$ cat src/rtl/fb_pkg.sv
// Shared defaults and types for the framebuffer clear path.
package fb_pkg;

  localparam int HACTIVE_DEF = 1280;
  localparam int VACTIVE_DEF = 640;
  localparam int PIXEL_W     = 24;

  typedef enum logic [2:0] {IDLE, INIT, FILL, DRAIN, DONE} clr_state_t;

  typedef logic [PIXEL_W-1:0] pixel_t;

endpackage

$ cat src/rtl/fb_clear_writer_if.sv
// Framebuffer write-beat port (valid/ready) from a writer to the memory arbiter.
interface fb_clear_writer_if #(
  parameter int ADDR_W = 20,
  parameter int DATA_W = 24
);

  logic              wr_valid;
  logic              wr_ready;
  logic [ADDR_W-1:0] wr_addr;
  logic [DATA_W-1:0] wr_data;

  modport master (output wr_valid, wr_addr, wr_data, input wr_ready);
  modport slave  (input wr_valid, wr_addr, wr_data, output wr_ready);

endinterface

$ cat src/rtl/fb_addr_calc.sv
// Linear framebuffer address y*HACTIVE + x, truncated to ADDR_W bits; shared with the draw path.
module fb_addr_calc #(
  parameter int WIDTH   = 11,
  parameter int HACTIVE = 1280,
  parameter int ADDR_W  = 20
) (
  input  logic [WIDTH-1:0]  x,
  input  logic [WIDTH-1:0]  y,
  output logic [ADDR_W-1:0] addr
);

  // Full-width product first so truncation is a plain modulo 2**ADDR_W.
  localparam int PW = ADDR_W + 2*WIDTH;

  logic [PW-1:0] full;
  logic          unused_hi;

  assign full      = PW'(y) * PW'(HACTIVE) + PW'(x);
  assign addr      = full[ADDR_W-1:0];
  assign unused_hi = ^full[PW-1:ADDR_W];

endmodule

$ cat src/rtl/fb_clear_writer.sv
// Turns the raster generator's (x,y) stream into framebuffer clear beats.
// CLEAR_PATTERN_EN: when defined, beats carry a colour/~colour checkerboard instead of a flat fill.
module fb_clear_writer
  import fb_pkg::*;
#(
  parameter int WIDTH   = 11,
  parameter int HACTIVE = HACTIVE_DEF,
  parameter int VACTIVE = VACTIVE_DEF,
  parameter int ADDR_W  = 20,
  parameter int DATA_W  = PIXEL_W
) (
  input  logic              clk,
  input  logic              reset,
  input  logic              start,
  input  logic              abort,
  input  logic [DATA_W-1:0] color,
  input  logic [WIDTH-1:0]  x_in,
  input  logic [WIDTH-1:0]  y_in,
  output logic              coord_en,
  output logic              gen_clr,
  output logic              busy,
  output logic              done,
  fb_clear_writer_if.master wr
);

  clr_state_t        state, state_d;
  logic              abort_q, abort_d;
  logic [DATA_W-1:0] color_q;
  logic [DATA_W-1:0] pix_data;
  logic [ADDR_W-1:0] pix_addr;
  logic              vld_q;
  logic [ADDR_W-1:0] addr_q;
  logic [DATA_W-1:0] data_q;
  logic              load, accept, last_px;

  fb_addr_calc #(.WIDTH(WIDTH), .HACTIVE(HACTIVE), .ADDR_W(ADDR_W)) u_addr (
    .x    (x_in),
    .y    (y_in),
    .addr (pix_addr)
  );

`ifdef CLEAR_PATTERN_EN
  assign pix_data = (x_in[0] ^ y_in[0]) ? ~color_q : color_q;
`else
  assign pix_data = color_q;
`endif

  assign accept  = vld_q & wr.wr_ready;
  assign last_px = (x_in == WIDTH'(HACTIVE-1)) && (y_in == WIDTH'(VACTIVE-1));

  always_ff @(posedge clk or negedge reset) begin
    if (!reset) begin
      state   <= IDLE;
      abort_q <= 1'b0;
    end else begin
      state   <= state_d;
      abort_q <= abort_d;
    end
  end

  // abort_q remembers an aborted run so DRAIN skips the done pulse.
  always_comb begin
    state_d = state;
    abort_d = abort_q;
    unique case (state)
      IDLE: if (start) begin
        state_d = INIT;
        abort_d = 1'b0;
      end
      INIT: if (abort) begin
        state_d = DRAIN;
        abort_d = 1'b1;
      end else begin
        state_d = FILL;
      end
      FILL: if (abort) begin
        state_d = DRAIN;
        abort_d = 1'b1;
      end else if (load && last_px) begin
        state_d = DRAIN;
      end
      DRAIN: if (!vld_q || accept) state_d = abort_q ? IDLE : DONE;
      DONE:  state_d = IDLE;
      default: state_d = IDLE;
    endcase
  end

  always_comb begin
    load     = 1'b0;
    coord_en = 1'b0;
    gen_clr  = 1'b0;
    done     = 1'b0;
    busy     = (state != IDLE);
    unique case (state)
      INIT: gen_clr = 1'b1;
      FILL: begin
        load     = !abort && (!vld_q || wr.wr_ready);
        coord_en = load && !last_px;
      end
      DONE: done = 1'b1;
      default: ;
    endcase
  end

  // Single output register: reloads on the accept edge so full-rate beats have no bubble.
  always_ff @(posedge clk or negedge reset) begin
    if (!reset) begin
      vld_q   <= 1'b0;
      addr_q  <= '0;
      data_q  <= '0;
      color_q <= '0;
    end else begin
      if (state == IDLE && start) color_q <= color;
      if (load) begin
        vld_q  <= 1'b1;
        addr_q <= pix_addr;
        data_q <= pix_data;
      end else if (accept) begin
        vld_q  <= 1'b0;
      end
    end
  end

  assign wr.wr_valid = vld_q;
  assign wr.wr_addr  = addr_q;
  assign wr.wr_data  = data_q;

endmodule

$ cat src/flat_wrapper.sv
// flat-port wrapper written by rule: the top's interface ports become plain ports
module fb_clear_writer_flat import fb_pkg::*;
#(
  parameter int WIDTH   = 11,
  parameter int HACTIVE = HACTIVE_DEF,
  parameter int VACTIVE = VACTIVE_DEF,
  parameter int ADDR_W  = 20,
  parameter int DATA_W  = PIXEL_W
)
  (clk, reset, start, abort, color, x_in, y_in, coord_en, gen_clr, busy, done, wr_wr_valid, wr_wr_addr, wr_wr_data, wr_wr_ready);
  fb_clear_writer_if #(.ADDR_W(ADDR_W), .DATA_W(DATA_W)) wr_i ();
  input  logic clk;
  input  logic reset;
  input  logic start;
  input  logic abort;
  input  logic [DATA_W-1:0] color;
  input  logic [WIDTH-1:0] x_in;
  input  logic [WIDTH-1:0] y_in;
  output logic coord_en;
  output logic gen_clr;
  output logic busy;
  output logic done;
  output wire logic [$bits(wr_i.wr_valid)-1:0] wr_wr_valid;
  output wire logic [$bits(wr_i.wr_addr)-1:0] wr_wr_addr;
  output wire logic [$bits(wr_i.wr_data)-1:0] wr_wr_data;
  input wire logic [$bits(wr_i.wr_ready)-1:0] wr_wr_ready;
  assign wr_wr_valid = wr_i.wr_valid;
  assign wr_wr_addr = wr_i.wr_addr;
  assign wr_wr_data = wr_i.wr_data;
  assign wr_i.wr_ready = wr_wr_ready;
  fb_clear_writer #(.WIDTH(WIDTH), .HACTIVE(HACTIVE), .VACTIVE(VACTIVE), .ADDR_W(ADDR_W), .DATA_W(DATA_W)) u_core (.clk(clk), .reset(reset), .start(start), .abort(abort), .color(color), .x_in(x_in), .y_in(y_in), .coord_en(coord_en), .gen_clr(gen_clr), .busy(busy), .done(done), .wr(wr_i));
endmodule
$ cat config.mk
export PLATFORM = sky130hd
export DESIGN_NAME = fb_clear_writer_flat
export DESIGN_NICKNAME = d
export VERILOG_FILES = /design/src/rtl/fb_pkg.sv /design/src/rtl/fb_clear_writer_if.sv /design/src/rtl/fb_addr_calc.sv /design/src/rtl/fb_clear_writer.sv /design/src/flat_wrapper.sv
export SDC_FILE = /design/constraint.sdc
export NUM_CORES = 1
export LEC_CHECK = 0
export CORE_ASPECT_RATIO = 2
export CORE_UTILIZATION = 44
export CTS_CLUSTER_DIAMETER = 30
export DETAILED_ROUTE_END_ITERATION = 6
export PLACE_DENSITY_LB_ADDON = 0.12
export SLEW_MARGIN = 0
export SYNTH_ARGS = -nofsm -noshare
export SYNTH_HDL_FRONTEND = slang
export SYNTH_SLANG_ARGS = --single-unit
$ cat constraint.sdc
create_clock -name clk -period 1.6 [get_ports clk]
set_input_delay 0.24 -clock clk [delete_from_list [all_inputs] [get_ports clk]]
set_output_delay 0.24 -clock clk [all_outputs]
set_load 0.01 [all_outputs]
Word-level counts from Yosys, hierarchy flattened --
Index checks and enable logic that the tools add are counted.
Storage, ports and cells: input port bits 51, logic and storage cells 52, bits in registers 73, output and inout bits 49
Cells by class: add/sub/neg operators 1, reductions and logical operators 17, muxes and demuxes 16, bitwise gates (word level) 1, multiply operators 1, equality and inequality tests 10
Operator list (count):
- $add A20 B11 Y20 | 1
- $mux W3 | 5
- $mul A11 B3 Y12 const B | 1
- $pmux W3 S4 | 1
- $eq A11 B10 Y1 const B | 1
- $eq A11 B11 Y1 const B | 1
- $mux W1 | 9
- $eq A3 B2 Y1 const B | 2
- $reduce_and A3 Y1 | 2
- $logic_and A1 B1 Y1 | 5
- $ne A2 B1 Y1 const B | 2
- $reduce_bool A2 Y1 | 2
- $eq A3 B1 Y1 const B | 1
- $eq A3 B3 Y1 const B | 1
- $logic_not A1 Y1 | 3
- $logic_not A3 Y1 | 1
- $ne A3 B2 Y1 const B | 1
- $reduce_bool A3 Y1 | 1
- $logic_or A1 B1 Y1 | 2
- $ne A2 B2 Y1 const B | 1
- $pmux W1 S2 | 1
- $reduce_or A2 Y1 | 1
- $and A1 B1 Y1 | 1

Logic depth before layout (Yosys ltp) --
Gate-level depths: netlist of the first run.
word-level depth 8, depth in mapped cells 9, gate-level depth less buffers 9

Cells and area by module --
A second synthesis of the first run with hierarchy kept.
Unflattened totals: cells, all modules 273, area total of the unflattened synthesis 3834.9 um^2
By module, submodules not included:
- fb_clear_writer | area each 3039.2 um^2, cells an instance 179, times used 1, seq. area each 1826.8 um^2
- fb_addr_calc | area each 795.8 um^2, cells an instance 94, times used 1, seq. area each 0.0 um^2

Worst setup path before layout of the first run --
OpenSTA, ideal clock, no wires.
path type input -> register, start point input y_in[1], end point register u_core.addr_q[19], in the netlist u_core.wr.wr_addr[19], library setup time 0.120 ns, data required time 1.480 ns, path slack -1.067 ns, stages on the path 9, path buffers 0, arrival time 2.547 ns, cell sequence ha_1 -> ha_1 -> fa_1 -> a211oi_2 -> nor2_1 -> o311ai_4 -> nand4_1 -> or3_1 -> a41o_1
On the way: longest elaborated chain between the ends 2
Ends and longest elaborated chain:
- start: declaration | RTL line flat_wrapper.sv:18 | input logic [WIDTH-1:0] y_in;
- $mul A11 B3 Y12 | RTL line fb_addr_calc.sv:18 | assign full = PW'(y) * PW'(HACTIVE) + PW'(x);
- $add A20 B11 Y20 | RTL line fb_addr_calc.sv:18
- end signal: assignment | RTL line fb_clear_writer.sv:116 | addr_q <= pix_addr;
- end: declaration | RTL line fb_clear_writer.sv:32 | logic [ADDR_W-1:0] addr_q;
No other way between the ends. A chain may end at the register's enable or synchronous reset.

Worst setup path after layout of the first run --
start point input y_in[3], end point register u_core.addr_q[19], in the netlist u_core.wr.wr_addr[19]
Same word-level chain as after synthesis.

==> reports/summary.txt, run 1 <==
Outcome - complete, but fails checks
Failing checks - negative setup slack
CP endpoint kind - register
Sequential-to-total area share from yosys stat - 50.69%
H-Tree Level Count - 3
Hold WC Path Type - in -> reg
Global-route wire length before repair - 14,580 µm
Period utilisation layout - 145.0%
Setup Skew - 0.004868 ns
Antenna violations before repair - 0
VDD IR max - 0.8736 mV
Initial DRC count - 154
Post-synthesis xor/xnor area fraction - 2.917%
Mux share of post-synthesis cell area - 17.81%
Final-stage net count - 530
Via count - 2,936
Wirelength, routed - 10,020 µm
Fin. Hold Viols - 0
Area delta synth->final - 67.01%
Yosys top cell area share - 50.69%
Hold depth - 2
Number of I/O port buffers - 99
Critical Path, Cell by Cell - buf_8 -> ha_4 -> ha_4 -> fa_2 -> a211oi_4 -> nor2_4 -> o311ai_4 -> nand4_1 -> or3_1 -> a41o_1
Clock Sinks - 73
Syn Std Cell Area - 3603 µm²
Worst-Margin Slew - 0.3891 ns
Core area - 7943 µm²
Starting Density - 45.37%
Largest family of logic cells by synthesized area - multiplexers
Final WS setup - -0.7194 ns
Synth unique cells - 47
Reg-to-reg critical path startpoint - u_core.state[0]
Max-cap viol count - 0
Die area - 8577 µm²
Worst Hold Endpoint - u_core.wr.wr_addr[1]
Dpl hpwl - 6856 µm
Die height - 130.0 µm
Pre-CTS setup slack - -1.477 ns
Maximum clock frequency - 0.4311 GHz
Layout cells sized above 1 - 44.59%
Syn_nets - 360
Power Density - 1708 nW/µm²
Root Buffer - clkbuf_16
Avg WL per Cell - 17.95 µm
Largest stage delay on the critical path - 0.39 ns
DRC viols - 0
Critical path type - in -> reg
Post-synthesis simple-gate area fraction - 9.896%
Die width - 65.99 µm
Clock buffer depth - 2
Crit-path leading delay family - compound AO/OA/AOI/OAI gates
Syn Area/Cell - 12.56 µm²
Placed Area - 5182 µm²
Clk_lat worst skew - 0.33 ns
Critical-path maximum fanout - 4
Design area - 6018 µm²
Adder-cell share of the synthesized area - 8.056%
Number of global-route vias before repair - 3,118
GPL Wtd Cong - 0.9596
R2R Path End - u_core.color_q[1]
Num rows - 46
CTS buffer count - 9
Worst hold margin - 0.3131 ns
Synth Register Bits - 73
Cell taking the most area after synthesis - dfrtp_1
Post-DRT Antenna Nets - 0
Slowest-stage cell, CP - fa_2
Ant diodes - 0
Req. time, crit path - 1.82 ns
All-Layer GR Usage - 23.03%
Post-Route Setup TNS - -4.810 ns
CP arrival - 2.54 ns
Unrepaired setup endpoints after global routing - yes
EDFF count, synth - 0
Slew headroom - 74.06%
Post-Synthesis Cells - 287
Pins over their slew limit - 0
Post-layout min period - 2.319 ns
Startpoint types - input port
Reg2reg setup slack - -0.10 ns
Largest net degree at the start of global routing - 74
Most used DFF post-synth - dfrtp_1
Pleak - 2.623 nW
CP dominant cell by count - ha_4
Worst-path clk slew - 0.06 ns
Leading post-synthesis cells by cell area - dfrtp_1 (51%), mux2_2 (18%), ha_1 (6.9%), o21ai_0 (2.2%), xor2_1 (1.9%)
Synth Area in Compound Gates - 8.889%
Critical path buffer and inverter count - 1
R2r worst-path depth - 6
Setup violators final - 32
Async S/R FF share, synth - 100.0%
Critical Path Start - y_in[3]
GR Overflow Total - 0
Yosys warning total - 0
Vias per inst - 5.262
IO Pins - 100
TritonCTS clock tree - built
Drt first pass iters - 4
Hold path start - x_in[1]
power breakdown:
group	switching, mW	internal [mW]
Clock	0.750	1.45
Sequential	0.498	2.79
Combinational	1.87	2.92
Total	3.12	7.16
cell usage after synthesis, types with 2 or more instances:
cell type and n:
a211oi_1 5, a21o_1 2, a21oi_1 2, a2bb2oi_1 2, and2_1 2, buf_2 2, clkbuf_1 8, dfrtp_1 73
fa_1 2, ha_1 20, inv_1 6, mux2_2 57, nand2_1 16, nand2b_1 5, nand4_1 4, nor2_1 12
nor2b_1 2, nor3_1 7, nor4bb_1 2, o21ai_0 16, o21ba_2 2, o31ai_1 3, or3_1 3, xnor2_1 4
xor2_1 8
cells by family (layout without fill, tap and decap cells):
kind of cell,after synthesis,count (layout)
buf+inv,16,191
compound gates,44,44
simple gates,63,63
flops,73,73
mux,57,57
fa+ha+maj,22,22
xor+xnor,12,12
flip-flops by register name, indices dropped and copies added, names as in the netlist:
name                flops
u_core.wr.wr_addr      20
u_core.abort_q          1
u_core.state            3
u_core.wr.wr_valid      1
u_core.color_q         24
u_core.wr.wr_data      24
layer usage:
| layer | track usage (%) | up-vias | wire, µm |
|---|---|---|---|
| met5 | 0 | - | 0 |
| met1 | 23.43 | 1433 | 3490 |
| li1 | - | 1387 | - |
| met4 | 14.89 | 0 | 448 |
| met3 | 4.283 | 26 | 402 |
| met2 | 41.60 | 90 | 5675 |
worst max path at each step:
| stage | end | slack [ns] | cells after the start |
|---|---|---|---|
| after floorplan | u_core.wr.wr_addr[19] | -0.84 | 9 |
| after global placement | u_core.wr.wr_addr[19] | -1.43 | 10 |
| after detailed placement | u_core.wr.wr_addr[19] | -1.48 | 10 |
| after CTS | u_core.wr.wr_addr[19] | -0.66 | 10 |
| after global routing | u_core.wr.wr_addr[19] | -0.78 | 10 |
| final | u_core.wr.wr_addr[19] | -0.72 | 10 |
cell usage in the layout (no fill, tap or decap), drive strengths merged, types with 4 or more instances in the layout:
cell type and count:
a211oi 6, clkbuf 15, inv 6, nor3 7, nor2 12, xor2 8, ha 20, o21ai 17
nand2b 5, clkdlybuf4s50 78, mux2 57, nand2 17, buf 79, xnor2 4, dfrtp 73, nand4 4
dlygate4sd2 5
per-stage QoR:
step | std cells | total power, mW | util, %
after detailed placement | 522 | 7.528 | 65.25
after global placement | 522 | 7.372 | 65.25
final | 558 | 10.28 | 75.77
after floorplan | 287 | 5.328 | -
after CTS | 547 | 9.953 | 72.20
after global routing | 558 | 10.86 | 75.77
what timing repair did:
item,in CTS,in global routing
resized for setup,106,25
hold buffers,1,0
endpoints found under the setup margin,52,70
pin swaps,30,14
buffers inserted,9,9
endpoints found under the hold margin,73,0
cloned,0,4
layout make-up:
cell class | instances | area [µm²]
repair buffers | 169 | 1647
flip-flops and latches | 73 | 1827
inverters | 6 | 22.52
multi-input cells | 198 | 2071
clock buffers | 12 | 256.5
well taps | 96 | 120.1
clock inverters | 4 | 75.07
fillers | 536 | 1924
Power figures use the tool's default switching activity.
==> run 2: changes to the inputs <==
--- a/config.mk
+++ b/config.mk
@@ -7,6 +7,7 @@
 export LEC_CHECK = 0
 export CORE_ASPECT_RATIO = 2
 export CORE_UTILIZATION = 44
+export CTS_BUF_LIST = sky130_fd_sc_hd__clkbuf_16
 export CTS_CLUSTER_DIAMETER = 30
 export DETAILED_ROUTE_END_ITERATION = 6
 export PLACE_DENSITY_LB_ADDON = 0.12
==> reports/summary.txt, run 2 (synthesis gave the netlist of run 1 again) <==
Startpoint types - input port
IO Pins - 100
Pleak - 2.615 nW
Critical path buffer and inverter count - 1
R2r worst-path depth - 6
Root Buffer - clkbuf_16
Failing checks - negative setup slack
Post-DRT Antenna Nets - 0
Setup Skew - 0.004697 ns
Slew headroom - 74.42%
Die area - 8577 µm²
Final WS setup - -0.7306 ns
Pins over their slew limit - 0
Setup violators final - 32
DRC viols - 0
Initial DRC count - 176
Most frequent cells in the layout - clkdlybuf4s50_1 (78), dfrtp_1 (73), mux2_2 (56)
CP dominant cell by count - ha_4
Vias per inst - 5.283
Unrepaired setup endpoints after global routing - yes
Maximum clock frequency - 0.4291 GHz
Most common library cell in the layout ignoring fill and taps - clkdlybuf4s50_1
Critical Path Start - y_in[3]
Hold WC Path Type - in -> reg
TritonCTS clock tree - built
Number of global-route vias before repair - 3,114
CTS buffer count - 9
Antenna violations before repair - 0
Area delta synth->final - 66.22%
Power Density - 1699 nW/µm²
CP Depth - 10
Outcome - complete, but fails checks
Clock Sinks - 73
CP arrival - 2.55 ns
Crit path to - u_core.wr.wr_addr[19]
CP endpoint kind - register
R2R Path End - u_core.color_q[1]
Ant diodes - 0
GPL Wtd Cong - 0.9596
Critical Path, Cell by Cell - buf_8 -> ha_4 -> ha_4 -> fa_2 -> a211oi_4 -> nor2_4 -> o311ai_4 -> nand4_1 -> or3_1 -> a41o_1
H-Tree Level Count - 3
Die height - 130.0 µm
Power after layout - 10.18 mW
Via count - 2,948
Die width - 65.99 µm
Global-route wire length before repair - 14,560 µm
Clock buffer depth - 2
Post-Route Utilization - 75.41%
Num rows - 46
Critical-path maximum fanout - 4
Post-layout min period - 2.331 ns
Final-stage net count - 530
Largest net degree at the start of global routing - 74
Reg2reg setup slack - -0.09 ns
Core area - 7943 µm²
Worst-Margin Slew - 0.3836 ns
Layout cells sized above 1 - 44.16%
Critical path type - in -> reg
Max-cap viol count - 0
Pre-CTS setup slack - -1.477 ns
Avg WL per Cell - 17.89 µm
Period utilisation layout - 145.7%
Worst-path clk slew - 0.06 ns
VDD IR max - 0.8846 mV
Drt first pass iters - 4
GR Overflow Total - 0
Number of I/O port buffers - 99
Clk_lat worst skew - 0.33 ns
Fin. Hold Viols - 0
Crit-path leading delay family - compound AO/OA/AOI/OAI gates
Largest stage delay on the critical path - 0.39 ns
Wirelength, routed - 9985 µm
Dpl hpwl - 6856 µm
Reg-to-reg critical path startpoint - u_core.state[1]
Req. time, crit path - 1.82 ns
All-Layer GR Usage - 23.03%
Starting Density - 45.37%
Slowest-stage cell, CP - fa_2
Worst hold margin - 0.3130 ns
## run 2: cell types whose count changed in the layout (fill, tap and decap cells not counted)
cell / before / now
buf_4: 51 / 50
buf_2: 8 / 10
clkbuf_1: 1 / 0
clkbuf_8: 2 / 0
clkdlybuf4s15_2: 3 / 2
clkinv_1: 0 / 2
inv_1: 6 / 7
## run 2: worst min path at each step
| stage | to | from | cells past startpoint |
|---|---|---|---|
| 2_1_floorplan | u_core.abort_q | reset | 0 |
| 3_3_place_gp | u_core.wr.wr_data[21] | reset | 2 |
| 3_5_place_dp | u_core.color_q[21] | reset | 2 |
| 4_1_cts | u_core.wr.wr_addr[1] | x_in[1] | 2 |
| 5_1_grt | u_core.wr.wr_addr[1] | x_in[1] | 2 |
| 6_report | u_core.wr.wr_addr[1] | x_in[1] | 2 |
## run 2: worst register-to-register path: stages (launching register included)
cell and delay [ns]:
dfrtp_1 0.42, buf_6 0.15, buf_4 0.15, nor3_4 0.19, buf_12 0.15, clkbuf_16 0.17
mux2_2 0.34
## run 2: cell type report
| type | count | area [µm²] |
|---|---|---|
| clock buffer | 9 | 225.2 |
| sequential | 73 | 1827 |
| multi-input combinational | 198 | 2071 |
| inverter | 6 | 22.52 |
| timing repair buffer | 169 | 1638 |
| clock inverter | 7 | 86.33 |
| tap | 96 | 120.1 |
| fill | 546 | 1953 |
## run 2: metal layers
| layer | global-route usage [%] | wire [µm] | part of all wire, % |
|---|---|---|---|
| met4 | 14.89 | 457 | 4.6 |
| met1 | 23.43 | 3462 | 35 |
| met3 | 4.283 | 403 | 4.0 |
| met2 | 41.60 | 5662 | 57 |
| met5 | 0 | 0 | 0 |
## run 2: repair_timing
action / in CTS / in global routing
setup endpoints to repair: 51 / 70
pin swaps: 30 / 14
hold buffers: 1 / 0
resized for setup: 106 / 26
gates cloned: 0 / 5
setup buffers: 9 / 8
endpoints found under the hold margin: 73 / 0
## run 2: report_power, final
part | internal, mW | switching, mW
Clock | 1.35 | 0.759
Combinational | 2.91 | 1.87
Sequential | 2.79 | 0.506
## run 2: stage by stage
stage               area, µm²  TNS (ns)  instances
floorplan                3700    -2.889        287
global placement         5182    -22.11        522
detailed placement       5182    -23.02        522
CTS                      5714    -3.353        547
global route             5989    -6.010        558
finish                   5989    -4.543        558
==> run 3: changes to the inputs <==
--- a/config.mk
+++ b/config.mk
@@ -15,3 +15,4 @@
 export SYNTH_ARGS = -nofsm -noshare
 export SYNTH_HDL_FRONTEND = slang
 export SYNTH_SLANG_ARGS = --single-unit
+export TNS_END_PERCENT = 10
==> constraint.sdc (replaced) <==
create_clock -name clk -period 1.6 [get_ports clk]
set_input_delay 0.24 -clock clk [delete_from_list [all_inputs] [get_ports clk]]
set_output_delay 0.24 -clock clk [all_outputs]
set_load 0.02 [all_outputs]
==> reports/summary.txt, run 3 (synthesis gave the netlist of run 1 again) <==
Number of I/O port buffers - 99
Final WS setup - -0.6584 ns
FF/Latch Area - 1827 µm²
GR Overflow Total - 0
Largest stage delay on the critical path - 0.52 ns
Hold WC Path Type - in -> reg
Die width - 65.99 µm
Drt first pass iters - 4
Worst-Margin Slew - 0.5590 ns
Clk_lat worst skew - 0.33 ns
Multi-input gate area - 2019 µm²
Via count - 2,950
Number of global-route vias before repair - 3,201
Num rows - 46
TritonCTS clock tree - built
Fin. Hold Viols - 0
Maximum clock frequency - 0.4428 GHz
Clock buffer depth - 2
Power Density - 1770 nW/µm²
Ant diodes - 0
Slowest-stage cell, CP - or4b_4
Most frequent cells in the layout - clkdlybuf4s50_1 (76), dfrtp_1 (73), mux2_2 (57)
Pleak - 2.552 nW
Critical-path maximum fanout - 3
Layout cells sized above 1 - 42.44%
Pins over their slew limit - 0
Vias per inst - 5.403
Req. time, crit path - 1.81 ns
Avg WL per Cell - 17.27 µm
Period utilisation layout - 141.1%
Initial DRC count - 127
CP endpoint kind - register
Inst Count DP - 521
Final-stage net count - 518
Critical path buffer and inverter count - 2
H-Tree Level Count - 3
Post-DRT Antenna Nets - 0
Worst-path clk slew - 0.06 ns
Antenna violations before repair - 0
GPL Wtd Cong - 0.9159
Setup Skew - 0.004932 ns
Setup violators final - 9
Global-route wire length before repair - 14,900 µm
Unrepaired setup endpoints after global routing - yes
Slew headroom - 62.73%
Post-Route Utilization - 72.94%
DRC viols - 0
Outcome - complete, but fails checks
All-Layer GR Usage - 23.46%
Die area - 8577 µm²
CP dominant cell by count - ha_4
Wirelength, routed - 9428 µm
Design area - 5793 µm²
Placed Area - 5174 µm²
VDD IR max - 0.9115 mV
CP arrival - 2.47 ns
Clock Sinks - 73
CTS buffer count - 9
Failing checks - negative setup slack
Starting Density - 45.37%
Root Buffer - clkbuf_16
Crit-path leading delay family - simple AND/OR/NAND/NOR gates
Most common library cell in the layout ignoring fill and taps - clkdlybuf4s50_1
FILL cells - 605
Die height - 130.0 µm
Dpl hpwl - 6906 µm
IO Pins - 100
Largest net degree at the start of global routing - 43
Critical Path, Cell by Cell - buf_8 -> ha_4 -> ha_4 -> fa_2 -> a211oi_4 -> buf_4 -> or4b_4 -> o311ai_4 -> nand4_1 -> or3_1 -> a41o_1
Post-layout min period - 2.258 ns
Max-cap viol count - 0
Startpoint types - input port
Critical path type - in -> reg
Core area - 7943 µm²
Final cell count without fillers - 546
Area delta synth->final - 60.76%
## run 3: cell types whose count changed in the layout (fill, tap and decap cells not counted), moves of 3 or more
cell,delta
buf_2,-3
dlymetal6s2s_1,+7
dlygate4sd2_1,-5
clkbuf_16,-3
buf_6,-9
## run 3: power by group
group | switching [mW] | internal (mW) | total, mW
combinational | 2.24 | 2.64 | 4.88
sequential | 0.468 | 2.79 | 3.26
clock | 0.760 | 1.36 | 2.12
total | 3.46 | 6.79 | 10.3
## run 3: area by class of cell
| cell class | count | share of cell area (%) |
|---|---|---|
| multi-input cells | 198 | 34.86 |
| flip-flops and latches | 73 | 31.53 |
| repair buffers | 157 | 25.64 |
| clock buffers | 9 | 3.888 |
| well taps | 96 | 2.073 |
| clock inverters | 7 | 1.620 |
| inverters | 6 | 0.3888 |
## run 3: per-layer routing
layer | track usage, % | vias to the layer above | wire length (µm)
li1 | - | 1358 | -
met1 | 22.39 | 1465 | 3194
met2 | 44.60 | 100 | 5460
met3 | 4.545 | 27 | 394
met4 | 13.52 | 0 | 379
met5 | 0 | - | 0
## run 3: through the flow
stage / hold WS (ns) / total power, mW / setup slack (ns) / TNS (ns)
after global routing: 0.1917 / 10.86 / -0.7289 / -5.049
after floorplan: -0.05559 / 5.756 / -0.8395 / -11.27
final: 0.1860 / 10.25 / -0.6584 / -3.234
after detailed placement: 0.2716 / 7.990 / -1.508 / -23.50
after global placement: 0.2607 / 7.819 / -1.445 / -22.45
after CTS: 0.4250 / 10.27 / -0.6596 / -3.655
## run 3: final timing paths
path	from	endpoint	slack, ns	cells after the start
hold reg to reg	u_core.abort_q	u_core.state[2]	0.47	1
setup reg to reg	u_core.state[2]	u_core.wr.wr_data[5]	0.01	6
hold / removal	x_in[0]	u_core.wr.wr_addr[0]	0.19	2
min in group asynchronous	reset	u_core.color_q[14]	0.45	2
max in group asynchronous	reset	u_core.abort_q	0.61	3
setup / recovery	y_in[3]	u_core.wr.wr_addr[19]	-0.66	11
## run 3: what timing repair did
item / CTS / global route
setup endpoints to repair: 34 / 56
hold buffers: 1 / 0
pin swaps: 22 / 17
buffers inserted: 5 / 3
endpoints found under the hold margin: 39 / 0
resized for setup: 76 / 42
